$ cat config.mk
export PLATFORM = sky130hd
export DESIGN_NAME = vfd_tspi_rx
export DESIGN_NICKNAME = d
export VERILOG_FILES = /design/src/rtl/vfd_tspi_rx.sv
export SDC_FILE = /design/constraint.sdc
export NUM_CORES = 1
export LEC_CHECK = 0
export ABC_AREA = 1
export CAP_MARGIN = 0
export CORE_ASPECT_RATIO = 0.5
export CORE_MARGIN = 4
export CORE_UTILIZATION = 54
export CTS_CLUSTER_SIZE = 14
export DETAILED_ROUTE_END_ITERATION = 7
export DONT_BUFFER_PORTS = 1
export PLACE_DENSITY = 0.72
export SLEW_MARGIN = 30
export SYNTH_ARGS = -nofsm -noshare
export SYNTH_HDL_FRONTEND = slang
export SYNTH_SLANG_ARGS = --single-unit
$ cat constraint.sdc
create_clock -name CLK -period 2.4 [get_ports CLK]
set_input_delay 0.36 -clock CLK [delete_from_list [all_inputs] [get_ports CLK]]
set_output_delay 0.36 -clock CLK [all_outputs]
set_load 0.005 [all_outputs]
$ cat src/rtl/vfd_tspi_rx.sv
`default_nettype none
// ============================================================================
// Module   : vfd_tspi_rx
// Purpose  : Tri-SPI loopback receiver for the MN15439A VFD link. It
//            deserializes S1..S3/SCK/LAT/BLK into 6-bit pixel words, the
//            active grid position and per-frame length/grid error flags.
// Revision : 1.0 - initial release
// ============================================================================
module vfd_tspi_rx #(
  parameter int PIX_CYCLES   = 234,
  parameter int FRAME_CYCLES = 288,
  parameter int SYNC_STAGES  = 2
) (
  input  logic       CLK,
  input  logic       RST,
  input  logic       SCK_IN,
  input  logic [2:0] S_IN,
  input  logic       LAT_IN,
  input  logic       BLK_IN,
  output logic [5:0] PIX_WORD,
  output logic [6:0] PIX_IDX,
  output logic       PIX_VALID,
  output logic [5:0] GRID_POS,
  output logic       FRAME_DONE,
  output logic [8:0] BIT_CNT,
  output logic       LEN_ERR,
  output logic       GRID_ERR
);

  localparam logic [8:0] c_pix_cycles   = 9'(PIX_CYCLES);
  localparam logic [8:0] c_pix_last     = 9'(PIX_CYCLES - 1);
  localparam logic [8:0] c_frame_cycles = 9'(FRAME_CYCLES);
  localparam logic [8:0] c_frame_last   = 9'(FRAME_CYCLES - 1);
  localparam logic [8:0] c_cnt_max      = 9'd511;

  typedef enum logic [1:0] {
    ST_IDLE = 2'd0,
    ST_PIX  = 2'd1,
    ST_GRID = 2'd2,
    ST_HOLD = 2'd3
  } state_t;

  // All link pins share one packed chain so every bit sees the same delay:
  // {BLK, LAT, S[2:0], SCK}
  logic [SYNC_STAGES-1:0][5:0] r_sync;
  logic [5:0]                  w_synced;
  logic                        r_sck_prev;
  logic                        r_lat_prev;
  logic                        w_sck_edge;
  logic                        w_lat_edge;
  logic [2:0]                  w_s;

  state_t     r_state, w_state_nxt, w_eff_state;

  logic [8:0] r_cnt, w_cnt_nxt, w_eff_cnt;
  logic [2:0] r_hold, w_hold_nxt, w_eff_hold;
  logic       r_in_run, w_in_run_nxt, w_eff_in_run;
  logic [1:0] r_run_cnt, w_run_cnt_nxt, w_eff_run_cnt;
  logic [5:0] r_run_len, w_run_len_nxt, w_eff_run_len;
  logic       r_grid_bad, w_grid_bad_nxt, w_eff_grid_bad;
  logic [5:0] w_grid_ofs;

  logic [5:0] r_pix_word, w_pix_word_nxt;
  logic [6:0] r_pix_idx, w_pix_idx_nxt;
  logic       r_pix_valid, w_pix_valid_nxt;
  logic [5:0] r_grid_pos, w_grid_pos_nxt;
  logic       r_frame_done, w_frame_done_nxt;
  logic [8:0] r_bit_cnt, w_bit_cnt_nxt;
  logic       r_len_err, w_len_err_nxt;
  logic       r_grid_err, w_grid_err_nxt;

  // Input synchronizer chain plus previous-value flops for edge detection
  always_ff @(posedge CLK) begin
    if (RST) begin
      r_sync     <= '0;
      r_sck_prev <= 1'b0;
      r_lat_prev <= 1'b0;
    end else begin
      r_sync     <= {r_sync[SYNC_STAGES-2:0], {BLK_IN, LAT_IN, S_IN, SCK_IN}};
      r_sck_prev <= w_synced[0];
      r_lat_prev <= w_synced[4];
    end
  end

  assign w_synced   = r_sync[SYNC_STAGES-1];
  assign w_s        = w_synced[3:1];
  assign w_sck_edge = w_synced[0] & ~r_sck_prev & ~w_synced[5];
  assign w_lat_edge = w_synced[4] & ~r_lat_prev;

  // FSM state register
  always_ff @(posedge CLK) begin
    if (RST) begin
      r_state <= ST_IDLE;
    end else begin
      r_state <= w_state_nxt;
    end
  end

  // Next-state and datapath update; a LAT edge first resets the frame
  // context, then any coincident SCK edge is applied as edge 0 of it
  always_comb begin
    w_eff_state    = r_state;
    w_eff_cnt      = r_cnt;
    w_eff_hold     = r_hold;
    w_eff_in_run   = r_in_run;
    w_eff_run_cnt  = r_run_cnt;
    w_eff_run_len  = r_run_len;
    w_eff_grid_bad = r_grid_bad;

    w_frame_done_nxt = 1'b0;
    w_bit_cnt_nxt    = r_bit_cnt;
    w_len_err_nxt    = r_len_err;
    w_grid_err_nxt   = r_grid_err;

    if (w_lat_edge) begin
      if (r_state != ST_IDLE) begin
        w_frame_done_nxt = 1'b1;
        w_bit_cnt_nxt    = r_cnt;
        w_len_err_nxt    = (r_cnt != c_frame_cycles);
        w_grid_err_nxt   = r_grid_bad | (r_run_cnt != 2'd1) | (r_run_len != 6'd2);
      end
      w_eff_state    = ST_PIX;
      w_eff_cnt      = '0;
      w_eff_hold     = '0;
      w_eff_in_run   = 1'b0;
      w_eff_run_cnt  = '0;
      w_eff_run_len  = '0;
      w_eff_grid_bad = 1'b0;
    end

    w_state_nxt     = w_eff_state;
    w_cnt_nxt       = w_eff_cnt;
    w_hold_nxt      = w_eff_hold;
    w_in_run_nxt    = w_eff_in_run;
    w_run_cnt_nxt   = w_eff_run_cnt;
    w_run_len_nxt   = w_eff_run_len;
    w_grid_bad_nxt  = w_eff_grid_bad;
    w_pix_word_nxt  = r_pix_word;
    w_pix_idx_nxt   = r_pix_idx;
    w_pix_valid_nxt = 1'b0;
    w_grid_pos_nxt  = r_grid_pos;
    w_grid_ofs      = 6'(w_eff_cnt - c_pix_cycles);

    if (w_sck_edge && (w_eff_state != ST_IDLE)) begin
      w_cnt_nxt = (w_eff_cnt == c_cnt_max) ? c_cnt_max : w_eff_cnt + 9'd1;
      case (w_eff_state)
        ST_PIX: begin
          if (!w_eff_cnt[0]) begin
            w_hold_nxt = w_s;
          end else begin
            w_pix_word_nxt  = {w_eff_hold, w_s};
            w_pix_idx_nxt   = 7'(w_eff_cnt >> 1);
            w_pix_valid_nxt = 1'b1;
          end
          if (w_eff_cnt == c_pix_last) begin
            w_state_nxt = ST_GRID;
          end
        end
        ST_GRID: begin
          case (w_s)
            3'b111: begin
              if (!w_eff_in_run) begin
                w_in_run_nxt  = 1'b1;
                w_run_len_nxt = 6'd1;
                if (w_eff_run_cnt == 2'd0) begin
                  w_grid_pos_nxt = w_grid_ofs;
                end
                if (w_eff_run_cnt != 2'd3) begin
                  w_run_cnt_nxt = w_eff_run_cnt + 2'd1;
                end
              end else if (w_eff_run_len != 6'd63) begin
                w_run_len_nxt = w_eff_run_len + 6'd1;
              end
            end
            3'b000:  w_in_run_nxt   = 1'b0;
            default: w_grid_bad_nxt = 1'b1;
          endcase
          if (w_eff_cnt == c_frame_last) begin
            w_state_nxt = ST_HOLD;
          end
        end
        default: begin
        end
      endcase
    end
  end

  // Datapath and output registers
  always_ff @(posedge CLK) begin
    if (RST) begin
      r_cnt        <= '0;
      r_hold       <= '0;
      r_in_run     <= 1'b0;
      r_run_cnt    <= '0;
      r_run_len    <= '0;
      r_grid_bad   <= 1'b0;
      r_pix_word   <= '0;
      r_pix_idx    <= '0;
      r_pix_valid  <= 1'b0;
      r_grid_pos   <= '0;
      r_frame_done <= 1'b0;
      r_bit_cnt    <= '0;
      r_len_err    <= 1'b0;
      r_grid_err   <= 1'b0;
    end else begin
      r_cnt        <= w_cnt_nxt;
      r_hold       <= w_hold_nxt;
      r_in_run     <= w_in_run_nxt;
      r_run_cnt    <= w_run_cnt_nxt;
      r_run_len    <= w_run_len_nxt;
      r_grid_bad   <= w_grid_bad_nxt;
      r_pix_word   <= w_pix_word_nxt;
      r_pix_idx    <= w_pix_idx_nxt;
      r_pix_valid  <= w_pix_valid_nxt;
      r_grid_pos   <= w_grid_pos_nxt;
      r_frame_done <= w_frame_done_nxt;
      r_bit_cnt    <= w_bit_cnt_nxt;
      r_len_err    <= w_len_err_nxt;
      r_grid_err   <= w_grid_err_nxt;
    end
  end

  assign PIX_WORD   = r_pix_word;
  assign PIX_IDX    = r_pix_idx;
  assign PIX_VALID  = r_pix_valid;
  assign GRID_POS   = r_grid_pos;
  assign FRAME_DONE = r_frame_done;
  assign BIT_CNT    = r_bit_cnt;
  assign LEN_ERR    = r_len_err;
  assign GRID_ERR   = r_grid_err;

endmodule
`default_nettype wire
==> flow_summary.ini <==
[clock_tree]
cts.sinks = 70
numCtsBuffers = 9
clk_pin_slew_ns = 0.05
h-tree-depth = 3
clkLatencyLatePin_ns = 0.34
cts_root_buf = clkbuf_16
cts_buffer_depth = 2
cts_tree = built

[setup_path]
crit_path_max_fanout = 7
cp.required_ns = 2.62
cp_slowest_cell = dfxtp_1
cp-start-kind = flip-flop
arrival_ns = 2.37
crit_type = reg2reg
path_common_cell = nor2_1
crit_path_end_kind = flip-flop
cp_cell_sequence = inv_1, nor2_4, nor2_1, inv_1, ha_1, nor2_1, nand2_2, nor3_2, nand2_1, nor2_4, inv_2, nor2_1, nor2_1
critPathMaxStageDelay_ns = 0.33

[yosys]
avgSynthCellArea_sq_um = 7.46
synth-xor-area-share_pct = 1.42
synth_fp_nets = 430
yosys_warnings = 0
synth_fa_ha_area_share_pct = 2.83
ys_types = 35
ys_ff_latch = 70
synth_compound_area_share_pct = 12.2
synth_area_sq_mm = 0.00309
syn_inst = 415
synthSimpleGateAreaFrac_pct = 29.0
synth_top_family_by_area = simple AND/OR/NAND/NOR gates
seq_area_frac_synth_pct = 45.3
muxShareOfSynthArea_pct = 0

[cells_and_area]
layout.cells.most_common_list = nor2_1 (78), dfxtp_1 (70), nand2_1 (58)
nets = 433
multi_input_area_sq_mm = 0.00141
fin_area_sq_mm = 0.00347
register_area_sq_mm = 0.00140
final_common_cell = nor2_1
antennaDiodeCount = 0
syn_to_final_growth_pct = 12.1
layout-drive-gt1-share_pct = 13.5
n_fill_cell = 517

[placement]
hpwlAfterDp_mm = 5.02
place_congestion = 0.897
place_area_sq_mm = 0.00313
port_buffers = 0

[sta]
whs_ns = 0.0900
relSlewSlack_pct = 71.2
tns_ns = 0
finalCriticalPeriod_ns = 2.14
fin_skew_ns = 0.00717
hold_viol = 0
period_share_pct = 89.3
fmax_mhz = 466
finalSetupViolations = 0
finalMaxSlewViolations = 0
rsz0062_at_grt = no
tightest_slew_ns = 0.431

[drt]
vias = 2572
ant_nets = 0
drt_iter0_drc = 171
dr.pass1.iters = 4
wirelength_mm = 6.84
vias_per_cell = 5.19
drc = 0
wl_per_cell_microns = 13.8

[floorplan]
die_x_microns = 115
die_h_microns = 61.5
rows = 19
pin_count = 40
initial_core_util_pct = 56.1
core_area_sq_mm = 0.00552
die_area_sq_mm = 0.00708

[power]
vdd_drop_max_v = 0.000691
p_leak_nw = 1.49
switching_power_w = 0.000529
p_clk_share_pct = 52.5
pwr-share-comb_pct = 2.4
seqPwrFrac_pct = 45.1
p_int_w = 0.00210
fin_total_pwr_w = 0.00263
powerDensity_mw_per_mm2 = 758
switching_share_pct = 20.1

[global_routing]
grt_pass1_wl_mm = 10.9
track_usage_pct = 20.5
antenna_found_initial = 0
grt.busiest_layer = met2
grt_pass1_vias = 2299
grt_use_met3_pct = 8.83
grt_use_met2_pct = 33.6
use_met1_pct = 24.8
grt_max_degree = 34
grt_overflow_total = 0

[job]
cap_violations = 0

[min_path]
hold_class = in2reg

[run_status]
status = finished, final reports clean
## registers in the layout, summed over array words and instances (netlist names)
signal / count
LEN_ERR: 1
r_run_len: 6
w_synced: 6
FRAME_DONE: 1
r_in_run: 1
r_hold: 3
PIX_VALID: 1
GRID_POS: 6
r_sync: 6
PIX_WORD: 6
r_lat_prev: 1
BIT_CNT: 9
r_state: 2
GRID_ERR: 1
r_cnt: 9
PIX_IDX: 7
r_sck_prev: 1
r_run_cnt: 2
r_grid_bad: 1
## critical path: cells and delay by family, from the launching register on
| kind | cells | cell delay, ns |
|---|---|---|
| buf+inv | 3 | 0.27 |
| simple gates | 9 | 1.23 |
| fa+ha+maj | 1 | 0.20 |
| flops | 1 | 0.33 |
## routing by layer
layer  vias to the layer above  wire, microns
met5                         -              0
met4                         0             52
met2                        82           3050
met1                      1162           3110
li1                       1323              -
met3                         5            624
## synth_stat cells
master	instances	area (sq um)
a211oi_1	2	15.0
a21boi_0	1	7.51
a21oi_1	27	135
a21oi_2	1	8.76
a22oi_1	1	7.51
a31oi_1	3	18.8
buf_1	1	3.75
buf_2	3	15.0
buf_4	1	7.51
buf_6	1	11.3
buf_8	1	15.0
clkbuf_1	6	22.5
dfxtp_1	70	1400
ha_1	7	87.6
inv_1	51	191
inv_2	5	18.8
nand2_1	58	218
nand2_2	8	50.1
nand2_4	3	33.8
nand3_1	11	55.1
nand3_2	3	30.0
nand3b_1	1	7.51
nand4_1	5	31.3
nor2_1	78	293
nor2_2	9	56.3
nor2_4	3	33.8
nor3_1	4	20.0
nor3_2	3	30.0
nor3b_1	2	15.0
nor4_1	3	18.8
o21ai_0	30	150
o21ai_1	7	35.0
or2_2	1	6.26
xnor2_1	1	8.76
xor2_1	4	35.0
## final cells by class
cell class	count	area share, %
clock buffers	9	6.49
clock inverters	7	2.56
inverters	56	6.10
flip-flops and latches	70	40.4
repair buffers	5	1.08
multi-input cells	276	40.7
well taps	73	2.63
## path summary, 6_finish.rpt
| check | slack (ns) | end | startpoint | depth (start not counted) |
|---|---|---|---|---|
| worst max register to register | 0.26 | GRID_POS[0]$_SDFFE_PP0P_ | w_synced[4]$_SDFF_PP0_ | 13 |
| worst min-delay path | 0.09 | r_sync[0]$_SDFF_PP0_ | RST | 1 |
| worst max-delay path | 0.26 | GRID_POS[0]$_SDFFE_PP0P_ | w_synced[4]$_SDFF_PP0_ | 13 |
| worst min register to register | 0.40 | w_synced[0]$_SDFF_PP0_ | r_sync[0]$_SDFF_PP0_ | 2 |
## kinds of logic after synthesis
family,Yosys count
DFF,70
adders and majority gates,7
and+or+nand+nor,192
xor gates and xnor gates,5
AOI/OAI and AO/OA,72
buffers and inverters,69
## what timing repair did
item | in CTS | in global routing
pin swaps | 0 | 1
setup endpoints to repair | 1 | 4
gates resized for setup | 1 | 1
buffers inserted | 0 | 2
hold buffers | 0 | 0
## power by group through the flow
stage,clock network (W),logic [W],registers (W)
detailed placement,0,0.0000612,0.00121
CTS,0.00141,0.0000621,0.00119
global placement,0,0.0000591,0.00121
global route,0.00146,0.0000731,0.00119
floorplan,0,0.0000578,0.00121
finish,0.00138,0.0000635,0.00119
## per-stage QoR
stage | utilization, % | instances | setup slack (ns)
after floorplan | - | 415 | 0.473
after detailed placement | 56.8 | 478 | 0.0722
final | 62.9 | 496 | 0.256
after global routing | 62.9 | 496 | 0.0843
after CTS | 62.6 | 494 | 0.114
after global placement | 56.8 | 478 | 0.249
Power figures use the tool's default switching activity.
